--- config.mk ---
export PLATFORM = sky130hd
export DESIGN_NAME = uart_rx_param
export DESIGN_NICKNAME = d
export VERILOG_FILES = /design/src/rtl/uart_pkg.sv /design/src/rtl/uart_rx_sampler.sv /design/src/rtl/uart_rx_param.sv
export SDC_FILE = /design/constraint.sdc
export NUM_CORES = 1
export LEC_CHECK = 0
export ABC_AREA = 1
export CORE_UTILIZATION = 45
export CTS_CLUSTER_DIAMETER = 120
export DETAILED_ROUTE_END_ITERATION = 6
export GPL_ROUTABILITY_DRIVEN = 1
export HOLD_SLACK_MARGIN = 0.02
export PLACE_DENSITY = 0.78
export SLEW_MARGIN = 20
export SYNTH_ARGS = -nofsm -noshare
export SYNTH_HDL_FRONTEND = slang
export SYNTH_SLANG_ARGS = --single-unit
--- constraint.sdc ---
create_clock -name iClk -period 1.7 [get_ports iClk]
set_clock_uncertainty 0.2 [all_clocks]
set_input_delay 0.34 -clock iClk [delete_from_list [all_inputs] [get_ports iClk]]
set_output_delay 0.34 -clock iClk [all_outputs]
set_load 0.05 [all_outputs]
--- src/rtl/uart_pkg.sv ---
// uart_pkg: shared constants for the parametrised UART receiver.
//   - FSM state encodings (3-bit, plain localparams)
//   - parity mode constants
//   - legality helpers for P_OVS / P_DATA_BITS, used by elaboration checks
package uart_pkg;

    localparam logic [2:0] ST_IDLE     = 3'd0;
    localparam logic [2:0] ST_START    = 3'd1;
    localparam logic [2:0] ST_DATA     = 3'd2;
    localparam logic [2:0] ST_PARITY   = 3'd3;
    localparam logic [2:0] ST_STOP     = 3'd4;
    localparam logic [2:0] ST_BRK_WAIT = 3'd5;

    localparam logic PAR_EVEN = 1'b0;
    localparam logic PAR_ODD  = 1'b1;

    function automatic bit ovs_legal(input int ovs);
        return (ovs == 8) || (ovs == 16) || (ovs == 32);
    endfunction

    function automatic bit data_bits_legal(input int n);
        return (n >= 5) && (n <= 9);
    endfunction

endpackage

--- src/rtl/uart_rx_sampler.sv ---
// uart_rx_sampler: line conditioning for the UART receiver.
//   iClk, iRst   : clock, synchronous active-high reset
//   iTick        : oversampling strobe
//   iRx          : raw asynchronous line (idle high)
//   iCnt         : parent's tick counter within the current bit period
//   oStartEdge   : falling edge on the synchronised line (every clock)
//   oRxSync      : synchronised line
//   oBit         : majority of the three centre samples of the current bit
module uart_rx_sampler #(
    parameter int P_OVS   = 16,
    parameter int P_CNT_W = $clog2(P_OVS)
) (
    input  logic               iClk,
    input  logic               iRst,
    input  logic               iTick,
    input  logic               iRx,
    input  logic [P_CNT_W-1:0] iCnt,
    output logic               oStartEdge,
    output logic               oRxSync,
    output logic               oBit
);

    localparam int H = P_OVS / 2;
    localparam logic [P_CNT_W-1:0] C_S0 = P_CNT_W'(H - 1);
    localparam logic [P_CNT_W-1:0] C_S1 = P_CNT_W'(H);
    localparam logic [P_CNT_W-1:0] C_S2 = P_CNT_W'(H + 1);

    logic sync1_q, sync1_d, sync2_q, sync2_d, hist_q, hist_d;
    logic s0_q, s0_d, s1_q, s1_d, bit_q, bit_d;
    logic maj;
    logic third;

    always_comb begin
        sync1_d = iRx;
        sync2_d = sync1_q;
        hist_d  = sync2_q;
        s0_d    = s0_q;
        s1_d    = s1_q;
        bit_d   = bit_q;
        // Third sample is the live synced line, so the vote is ready on tick H+1.
        maj     = (s0_q & s1_q) | (s0_q & sync2_q) | (s1_q & sync2_q);
        third   = iTick && (iCnt == C_S2);
        if (iTick && (iCnt == C_S0)) s0_d = sync2_q;
        if (iTick && (iCnt == C_S1)) s1_d = sync2_q;
        if (third)                   bit_d = maj;
    end

    always_ff @(posedge iClk) begin
        if (iRst) begin
            sync1_q <= 1'b1;
            sync2_q <= 1'b1;
            hist_q  <= 1'b1;
            s0_q    <= 1'b0;
            s1_q    <= 1'b0;
            bit_q   <= 1'b0;
        end else begin
            sync1_q <= sync1_d;
            sync2_q <= sync2_d;
            hist_q  <= hist_d;
            s0_q    <= s0_d;
            s1_q    <= s1_d;
            bit_q   <= bit_d;
        end
    end

    assign oStartEdge = hist_q & ~sync2_q;
    assign oRxSync    = sync2_q;
    // On the deciding tick the held vote is stale; forward the live one.
    assign oBit       = third ? maj : bit_q;

endmodule

--- src/rtl/uart_rx_param.sv ---
// uart_rx_param: parametrised UART receiver (5..9 data bits, x8/16/32 OVS,
// runtime parity / stop-bit modes, parity/framing/break detection).
//   iClk, iRst        : clock, synchronous active-high reset
//   iTick             : one-cycle strobe at P_OVS x baud
//   iRx               : serial line, idle high
//   iParEn, iParOdd   : parity enable / odd select (latched at start edge)
//   iStop2            : two stop bits (latched at start edge)
//   oData, oValid     : received word and its one-cycle qualifier
//   oParErr, oFrmErr, oBreak : error flags of the last frame
//   oBusy             : frame in progress (start edge until back in IDLE)
module uart_rx_param
    import uart_pkg::*;
#(
    parameter int P_DATA_BITS = 8,
    parameter int P_OVS       = 16,
    parameter int P_CNT_W     = $clog2(P_OVS)
) (
    input  logic                   iClk,
    input  logic                   iRst,
    input  logic                   iTick,
    input  logic                   iRx,
    input  logic                   iParEn,
    input  logic                   iParOdd,
    input  logic                   iStop2,
    output logic [P_DATA_BITS-1:0] oData,
    output logic                   oValid,
    output logic                   oParErr,
    output logic                   oFrmErr,
    output logic                   oBreak,
    output logic                   oBusy
);

    if (!ovs_legal(P_OVS)) begin : g_bad_ovs
        $error("uart_rx_param: P_OVS must be 8, 16 or 32");
    end
    if (!data_bits_legal(P_DATA_BITS)) begin : g_bad_dbits
        $error("uart_rx_param: P_DATA_BITS must be 5..9");
    end

    localparam int H = P_OVS / 2;
    localparam logic [P_CNT_W-1:0] C_LAST = P_CNT_W'(P_OVS - 1);
    localparam logic [P_CNT_W-1:0] C_DEC  = P_CNT_W'(H + 1);
    localparam logic [3:0]         B_LAST = 4'(P_DATA_BITS - 1);

    logic [2:0]             state_q, state_d;
    logic [P_CNT_W-1:0]     tick_cnt_q, tick_cnt_d;
    logic [3:0]             bit_cnt_q, bit_cnt_d;
    logic [P_DATA_BITS-1:0] shreg_q, shreg_d, data_q, data_d;
    logic par_en_q, par_en_d, par_odd_q, par_odd_d, stop2_q, stop2_d;
    logic par_bit_q, par_bit_d, frm_acc_q, frm_acc_d, stop_idx_q, stop_idx_d;
    logic valid_q, valid_d, par_err_q, par_err_d, frm_err_q, frm_err_d, brk_q, brk_d;

    logic start_edge, rx_sync, bit_val;
    logic tick_last, tick_dec, done, brk_now, go;

    uart_rx_sampler #(.P_OVS(P_OVS), .P_CNT_W(P_CNT_W)) u_sampler (
        .iClk      (iClk),
        .iRst      (iRst),
        .iTick     (iTick),
        .iRx       (iRx),
        .iCnt      (tick_cnt_q),
        .oStartEdge(start_edge),
        .oRxSync   (rx_sync),
        .oBit      (bit_val)
    );

    always_comb begin
        state_d    = state_q;
        tick_cnt_d = tick_cnt_q;
        bit_cnt_d  = bit_cnt_q;
        shreg_d    = shreg_q;
        data_d     = data_q;
        par_en_d   = par_en_q;
        par_odd_d  = par_odd_q;
        stop2_d    = stop2_q;
        par_bit_d  = par_bit_q;
        frm_acc_d  = frm_acc_q;
        stop_idx_d = stop_idx_q;
        valid_d    = 1'b0;
        par_err_d  = par_err_q;
        frm_err_d  = frm_err_q;
        brk_d      = brk_q;

        tick_last = iTick && (tick_cnt_q == C_LAST);
        tick_dec  = iTick && (tick_cnt_q == C_DEC);
        // Final stop bit is decided mid-bit so the next start can follow at once.
        done      = (state_q == ST_STOP) && !(stop2_q && !stop_idx_q) && tick_dec;
        brk_now   = (shreg_q == '0) && (!par_en_q || !par_bit_q) && !bit_val;

        if (iTick && (state_q != ST_IDLE))
            tick_cnt_d = tick_last ? '0 : tick_cnt_q + 1'b1;

        case (state_q)
            ST_IDLE: ;
            ST_START: begin
                if (tick_dec && bit_val) state_d = ST_IDLE;   // false start
                else if (tick_last)      state_d = ST_DATA;
            end
            ST_DATA: begin
                if (tick_last) begin
                    shreg_d   = {bit_val, shreg_q[P_DATA_BITS-1:1]};
                    bit_cnt_d = bit_cnt_q + 4'd1;
                    if (bit_cnt_q == B_LAST) state_d = par_en_q ? ST_PARITY : ST_STOP;
                end
            end
            ST_PARITY: begin
                if (tick_last) begin
                    par_bit_d = bit_val;
                    state_d   = ST_STOP;
                end
            end
            ST_STOP: begin
                if (stop2_q && !stop_idx_q) begin
                    if (tick_last) begin
                        frm_acc_d  = ~bit_val;
                        stop_idx_d = 1'b1;
                    end
                end else if (done) begin
                    valid_d   = 1'b1;
                    data_d    = shreg_q;
                    par_err_d = par_en_q & (((^shreg_q) ^ (par_odd_q == PAR_ODD)) != par_bit_q);
                    frm_err_d = frm_acc_q | ~bit_val;
                    brk_d     = brk_now;
                    state_d   = brk_now ? ST_BRK_WAIT : ST_IDLE;
                end
            end
            ST_BRK_WAIT: begin
                if (rx_sync) state_d = ST_IDLE;
            end
            default: state_d = ST_IDLE;
        endcase

        // A start edge landing on the completion cycle opens the next frame.
        go = start_edge && ((state_q == ST_IDLE) || (done && !brk_now));
        if (go) begin
            state_d    = ST_START;
            tick_cnt_d = '0;
            bit_cnt_d  = '0;
            par_en_d   = iParEn;
            par_odd_d  = iParOdd;
            stop2_d    = iStop2;
            par_bit_d  = 1'b0;
            frm_acc_d  = 1'b0;
            stop_idx_d = 1'b0;
        end
    end

    always_ff @(posedge iClk) begin
        if (iRst) begin
            state_q    <= ST_IDLE;
            tick_cnt_q <= '0;
            bit_cnt_q  <= '0;
            shreg_q    <= '0;
            data_q     <= '0;
            par_en_q   <= 1'b0;
            par_odd_q  <= 1'b0;
            stop2_q    <= 1'b0;
            par_bit_q  <= 1'b0;
            frm_acc_q  <= 1'b0;
            stop_idx_q <= 1'b0;
            valid_q    <= 1'b0;
            par_err_q  <= 1'b0;
            frm_err_q  <= 1'b0;
            brk_q      <= 1'b0;
        end else begin
            state_q    <= state_d;
            tick_cnt_q <= tick_cnt_d;
            bit_cnt_q  <= bit_cnt_d;
            shreg_q    <= shreg_d;
            data_q     <= data_d;
            par_en_q   <= par_en_d;
            par_odd_q  <= par_odd_d;
            stop2_q    <= stop2_d;
            par_bit_q  <= par_bit_d;
            frm_acc_q  <= frm_acc_d;
            stop_idx_q <= stop_idx_d;
            valid_q    <= valid_d;
            par_err_q  <= par_err_d;
            frm_err_q  <= frm_err_d;
            brk_q      <= brk_d;
        end
    end

    assign oData   = data_q;
    assign oValid  = valid_q;
    assign oParErr = par_err_q;
    assign oFrmErr = frm_err_q;
    assign oBreak  = brk_q;
    assign oBusy   = (state_q != ST_IDLE);

endmodule

==> reports/summary.txt, run 1 <==
number of remaining DRC errors: 0
DRT Pass-1 Iters: 5
GPL Wtd Cong: 0.879
busiest grt layer: met2
number of cells on the critical path: 10
clock sinks: 43
WL/cell: 17.2 um
Global Route Usage Sum: 25.8%
# Max-Cap Violations: 0
Mapped Nets: 280
starting density of the core: 48.2%
EDFF count, synth: 0
Port Buffer Count: 19
Crit path max-delay family: simple AND/OR/NAND/NOR gates
pre-CTS setup slack: -439 ps
Final Cycle Share: 109%
Netlist cell types: 27
grt met1 use: 31.7%
CP dominant cell by count: nand2_4
CP bufs+invs: 1
Die X: 68.2 um
Final Critical Period: 1860 ps
Hold Buf Count CTS: 0
GRT met3 Usage: 4.17%
H-tree levels: 2
most common cell after layout, fill and taps aside: buf_4
clock tree from TritonCTS: yes
die span in y: 68.2 um
critical-path cell with the highest stage delay: dfxtp_2
largest net degree at the start of global routing: 24
Synth Flop Type: dfxtp_1
IO Pins: 20
remaining global-route overflow: 0
reg2reg setup slack: -160 ps
sequential-to-total area share from yosys stat: 43.7%
fin. max-slew vios: 0
Avg Cell Area, Syn: 7.43 um^2
kind of critical path: reg -> reg
routed vias: 2127
number of cells on the worst reg-to-reg path: 10
Worst-path clk slew: 90 ps
failing checks: negative setup slack
# setup viols final: 15
worst setup margin: -160 ps
core region area: 4090 um^2
Critical Path AT: 1880 ps
Hold Fails Final Rpt: 0
final WL: 6500 um
area growth from synthesis to layout: 56.0%
placed cells: 360
status: finished, violations left
unrepaired setup endpoints after global routing: true
ant diodes: 0
commonest non-fill, non-tap cells in the layout: buf_4, nand2_1, dfxtp_1
worst path required time: 1720 ps
Hold Crit Class: reg -> reg
slowest stage delay, CP: 340 ps
Hold Path Cell Cnt: 1
initial antenna violation count: 0
Final nets: 343
DRT antenna net count: 0
Syn Inst Count: 265
f_max: 538 MHz
Clock Tree Buf Depth: 2
vias in the first global route: 1833
fillcell total: 245
Non-Filler Instances: 379
first-pass GRT wire length: 8510 um
worst-margin pin slew: 759 ps
Syn. warnings: 0
GR Util met2: 42.8%
CP max FO: 6
PwrDens: 602 nW/um^2
critical path, cell by cell: inv_2, ha_4, nand2_2, nor3_4, nand3_2, nand2_4, nand2_4, nand2_8, nand2_1, a21oi_1
TritonCTS buffer count: 5
DRT iter0 DRCs: 287
Seq cells post-synth: 43
share of cells above drive strength 1: 41.6%
asr flop ratio synth: 0%
CP startpoint kind: flip-flop
CTS root buf: clkbuf_8
Rel. slew slack: 49.2%
die area: 4650 um^2
Setup TNS: -602 ps
critical path capture point type: flip-flop
FP Rows: 23
Netlist Area Pre-Place: 1970 um^2
worst skew pair latency: 320 ps
Worst VDD drop: 510 uV
Pleak: 1.24 nW
Via density: 5.61
post-DP HPWL: 3110 um
power breakdown:
group          leakage [nW]  switching (W)  internal (W)
Clock                0.0412       0.000391      0.000288
Combinational         0.841      0.0000870     0.0000612
Sequential            0.354     0.00000899       0.00101
state kept, by name, indices dropped and copies added (netlist names), 3 cells and up:
name	count
bit_cnt_q	4
tick_cnt_q	4
oData	8
state_q	3
shreg_q	8
cell type report:
| type | count | area, um^2 | area share [%] |
|---|---|---|---|
| multi-input cells | 177 | 1210 | 39.3 |
| well taps | 50 | 62.6 | 2.04 |
| clock inverters | 2 | 12.5 | 0.407 |
| flip-flops and latches | 43 | 878 | 28.6 |
| repair buffers | 62 | 689 | 22.4 |
| clock buffers | 6 | 72.6 | 2.36 |
| inverters | 39 | 151 | 4.93 |
cells in the mapped netlist, types with 4 or more instances:
cell type	instances	area share [%]
nand2_2	4	1.3
dfxtp_1	43	44
xnor2_1	4	1.8
nor2_1	30	5.7
nand3_1	16	4.1
ha_1	8	5.1
nand2_1	41	7.8
inv_1	38	7.2
o21ai_0	23	5.8
a21oi_1	29	7.4
cell families after synthesis:
logic type,after synthesis,synth area share [%]
flip-flops,43,43.7
AO/OA/AOI/OAI,57,15.0
adder cells (fa/ha/maj),8,5.08
AND/OR/NAND/NOR,104,23.8
buffers and inverters,46,9.34
XOR/XNOR,7,3.11
timing repair:
action,in CTS,in global routing
setup buffers,10,2
gates resized for setup,41,57
setup endpoints to repair,25,36
pin swaps,17,20
gates cloned,2,0
hold endpoints to repair,0,0
path summary, 6_finish.rpt:
check                    startpoint                 to
setup reg to reg         shreg_q[2]          par_odd_q
hold / removal    u_sampler.sync1_q  u_sampler.oRxSync
hold reg to reg   u_sampler.sync1_q  u_sampler.oRxSync
setup / recovery         shreg_q[2]          par_odd_q
metal layers:
metal  wire [um]  up-vias  part of all wire, %
met3         496       43                  7.6
met5           0        -                    0
met2        2990      124                   46
met1        2590      985                   40
li1            -      975                    -
met4         425        0                  6.5
stage by stage:
stage	hold slack [ps]	total power, W	cell area [um^2]	utilization, %
2_1_floorplan	189	0.00110	1980	-
3_3_place_gp	203	0.00115	2600	63.5
3_5_place_dp	194	0.00115	2600	63.5
4_1_cts	213	0.00180	2880	70.6
5_1_grt	255	0.00190	3070	75.2
6_report	215	0.00185	3070	75.2
Note: power is estimated with default switching activity, not from simulation.
==> inputs of run 2 (changes only) <==
--- a/config.mk
+++ b/config.mk
@@ -11,7 +11,7 @@
 export DETAILED_ROUTE_END_ITERATION = 6
 export GPL_ROUTABILITY_DRIVEN = 1
 export HOLD_SLACK_MARGIN = 0.02
-export PLACE_DENSITY = 0.78
+export PLACE_DENSITY_LB_ADDON = 0.25
 export SLEW_MARGIN = 20
 export SYNTH_ARGS = -nofsm -noshare
 export SYNTH_HDL_FRONTEND = slang
==> run 2 against run 1 <==
Register-to-register slack improved by 70 ps. Final area rose by 6.6%. Total power rose by 9.8%. Sequential power barely moved. Largest power group unchanged. The flow still finishes with violations (negative setup slack). Critical path type unchanged. First-iteration DRC count fell by 38%. Critical path depth fell by 2.
==> reports/summary.txt, run 2 (synthesis gave the netlist of run 1 again) <==
clock tree from TritonCTS: yes
Clock Tree Buf Depth: 2
FP Rows: 23
core region area: 4090 um^2
die area: 4650 um^2
Hold Path Cell Cnt: 1
CP startpoint kind: flip-flop
HP Start: u_sampler.sync1_q
area growth from synthesis to layout: 66.3%
f_max: 558 MHz
# setup viols final: 33
WL/cell: 17.5 um
post-DP HPWL: 3220 um
Die X: 68.2 um
vias in the first global route: 1880
DRT iter0 DRCs: 178
critical path capture point type: flip-flop
Hold Buf Count CTS: 0
unrepaired setup endpoints after global routing: true
reg2reg setup slack: -90 ps
Hold Crit Class: reg -> reg
critical-path cell with the highest stage delay: dfxtp_2
most common cell after layout, fill and taps aside: buf_4
worst skew pair latency: 310 ps
starting density of the core: 48.2%
ant diodes: 0
Worst-path clk slew: 80 ps
critical path, cell by cell: buf_6, ha_4, nand3_4, nor2_4, nand2_2, buf_4, o21ai_0, a21oi_1
Global Route Usage Sum: 26.1%
initial antenna violation count: 0
status: finished, violations left
hold endpoint: u_sampler.oRxSync
H-tree levels: 2
DRT antenna net count: 0
placed cells: 365
Hold Fails Final Rpt: 0
fin. max-slew vios: 0
GPL Wtd Cong: 0.957
CP Launch Point: tick_cnt_q[1]
PwrDens: 620 nW/um^2
clock sinks: 43
share of cells above drive strength 1: 46.6%
r2r startpoint: tick_cnt_q[1]
pre-CTS setup slack: -411 ps
kind of critical path: reg -> reg
Final Cycle Share: 105%
worst setup margin: -92.4 ps
final WL: 6820 um
commonest non-fill, non-tap cells in the layout: buf_4, dfxtp_1, nand2_1
worst path required time: 1700 ps
remaining global-route overflow: 0
Rel. slew slack: 54.5%
Worst VDD drop: 480 uV
Pleak: 1.34 nW
routed vias: 2162
Final Critical Period: 1790 ps
Non-Filler Instances: 389
TritonCTS buffer count: 5
largest net degree at the start of global routing: 24
number of remaining DRC errors: 0
IO Pins: 20
CP max FO: 14
Final nets: 353
worst-margin pin slew: 680 ps
DRT Pass-1 Iters: 4
Via density: 5.56
die span in y: 68.2 um
CTS root buf: clkbuf_8
failing checks: negative setup slack
Critical Path AT: 1790 ps
Seq. cell area: 881 um^2
number of cells on the worst reg-to-reg path: 8
Port Buffer Count: 19
first-pass GRT wire length: 8650 um
# Max-Cap Violations: 0
multi-input combinational cell area: 1250 um^2
slowest stage delay, CP: 350 ps
FF-to-FF End: shreg_q[6]
fillcell total: 230
run 2: cell types whose count changed in the layout (fill, tap and decap cells not counted), moves of 2 or more:
cell	delta
buf_16	+2
nand2_4	+3
inv_1	-2
buf_4	+8
inv_2	+3
o21ai_2	+3
nand2_1	-3
o21ai_1	-8
o21ai_0	+5
run 2: metal layers:
| layer | part of all wire [%] | track usage (%) | vias to the layer above |
|---|---|---|---|
| li1 | - | - | 999 |
| met1 | 40 | 33.5 | 1009 |
| met2 | 49 | 40.1 | 113 |
| met3 | 5.6 | 4.50 | 41 |
| met4 | 4.7 | 16.7 | 0 |
| met5 | 0 | 0 | - |
run 2: worst max-delay path by stage:
stage | to | slack, ps
3_5_place_dp | oData[1] | -410
3_3_place_gp | state_q[0] | -400
2_1_floorplan | par_bit_q | 30
5_1_grt | shreg_q[6] | -170
4_1_cts | state_q[1] | -6
6_report | shreg_q[6] | -90
run 2: area by class of cell:
type	instances	share of cell area (%)
Multi-Input combinational cell	177	38.1
Timing Repair Buffer	72	24.8
Inverter	39	4.55
Sequential cell	43	26.9
Clock inverter	2	1.18
Clock buffer	6	2.52
Tap cell	50	1.91
run 2: where the power goes:
part	switching [W]	internal, W
logic	0.0000868	0.0000661
registers	0.00000824	0.00101
clock network	0.000375	0.000483
total	0.000470	0.00156
run 2: critical path: cells and delay by family, from the launching register on:
kind / cells / cell delay, ps
DFF: 1 / 350
AOI/OAI and AO/OA: 2 / 300
and+or+nand+nor: 3 / 360
adders and majority gates: 1 / 150
buffers and inverters: 2 / 320
run 2: what timing repair did:
action | 4_1_cts | 5_1_grt
pin swaps | 18 | 25
cloned | 3 | 0
endpoints found under the setup margin | 35 | 36
buffers inserted | 10 | 4
gates resized for setup | 41 | 65
run 2: per-stage QoR:
step / power (W) / TNS (ps) / area (um^2) / hold slack, ps / util [%]
after global placement: 0.00116 / -11550 / 2630 / 199 / 64.5
after detailed placement: 0.00116 / -13230 / 2630 / 196 / 64.5
after CTS: 0.00200 / -12.2 / 3010 / 215 / 73.7
final: 0.00203 / -997 / 3280 / 214 / 80.2
after global routing: 0.00208 / -3150 / 3280 / 250 / 80.2
after floorplan: 0.00110 / 0 / 1980 / 189 / -
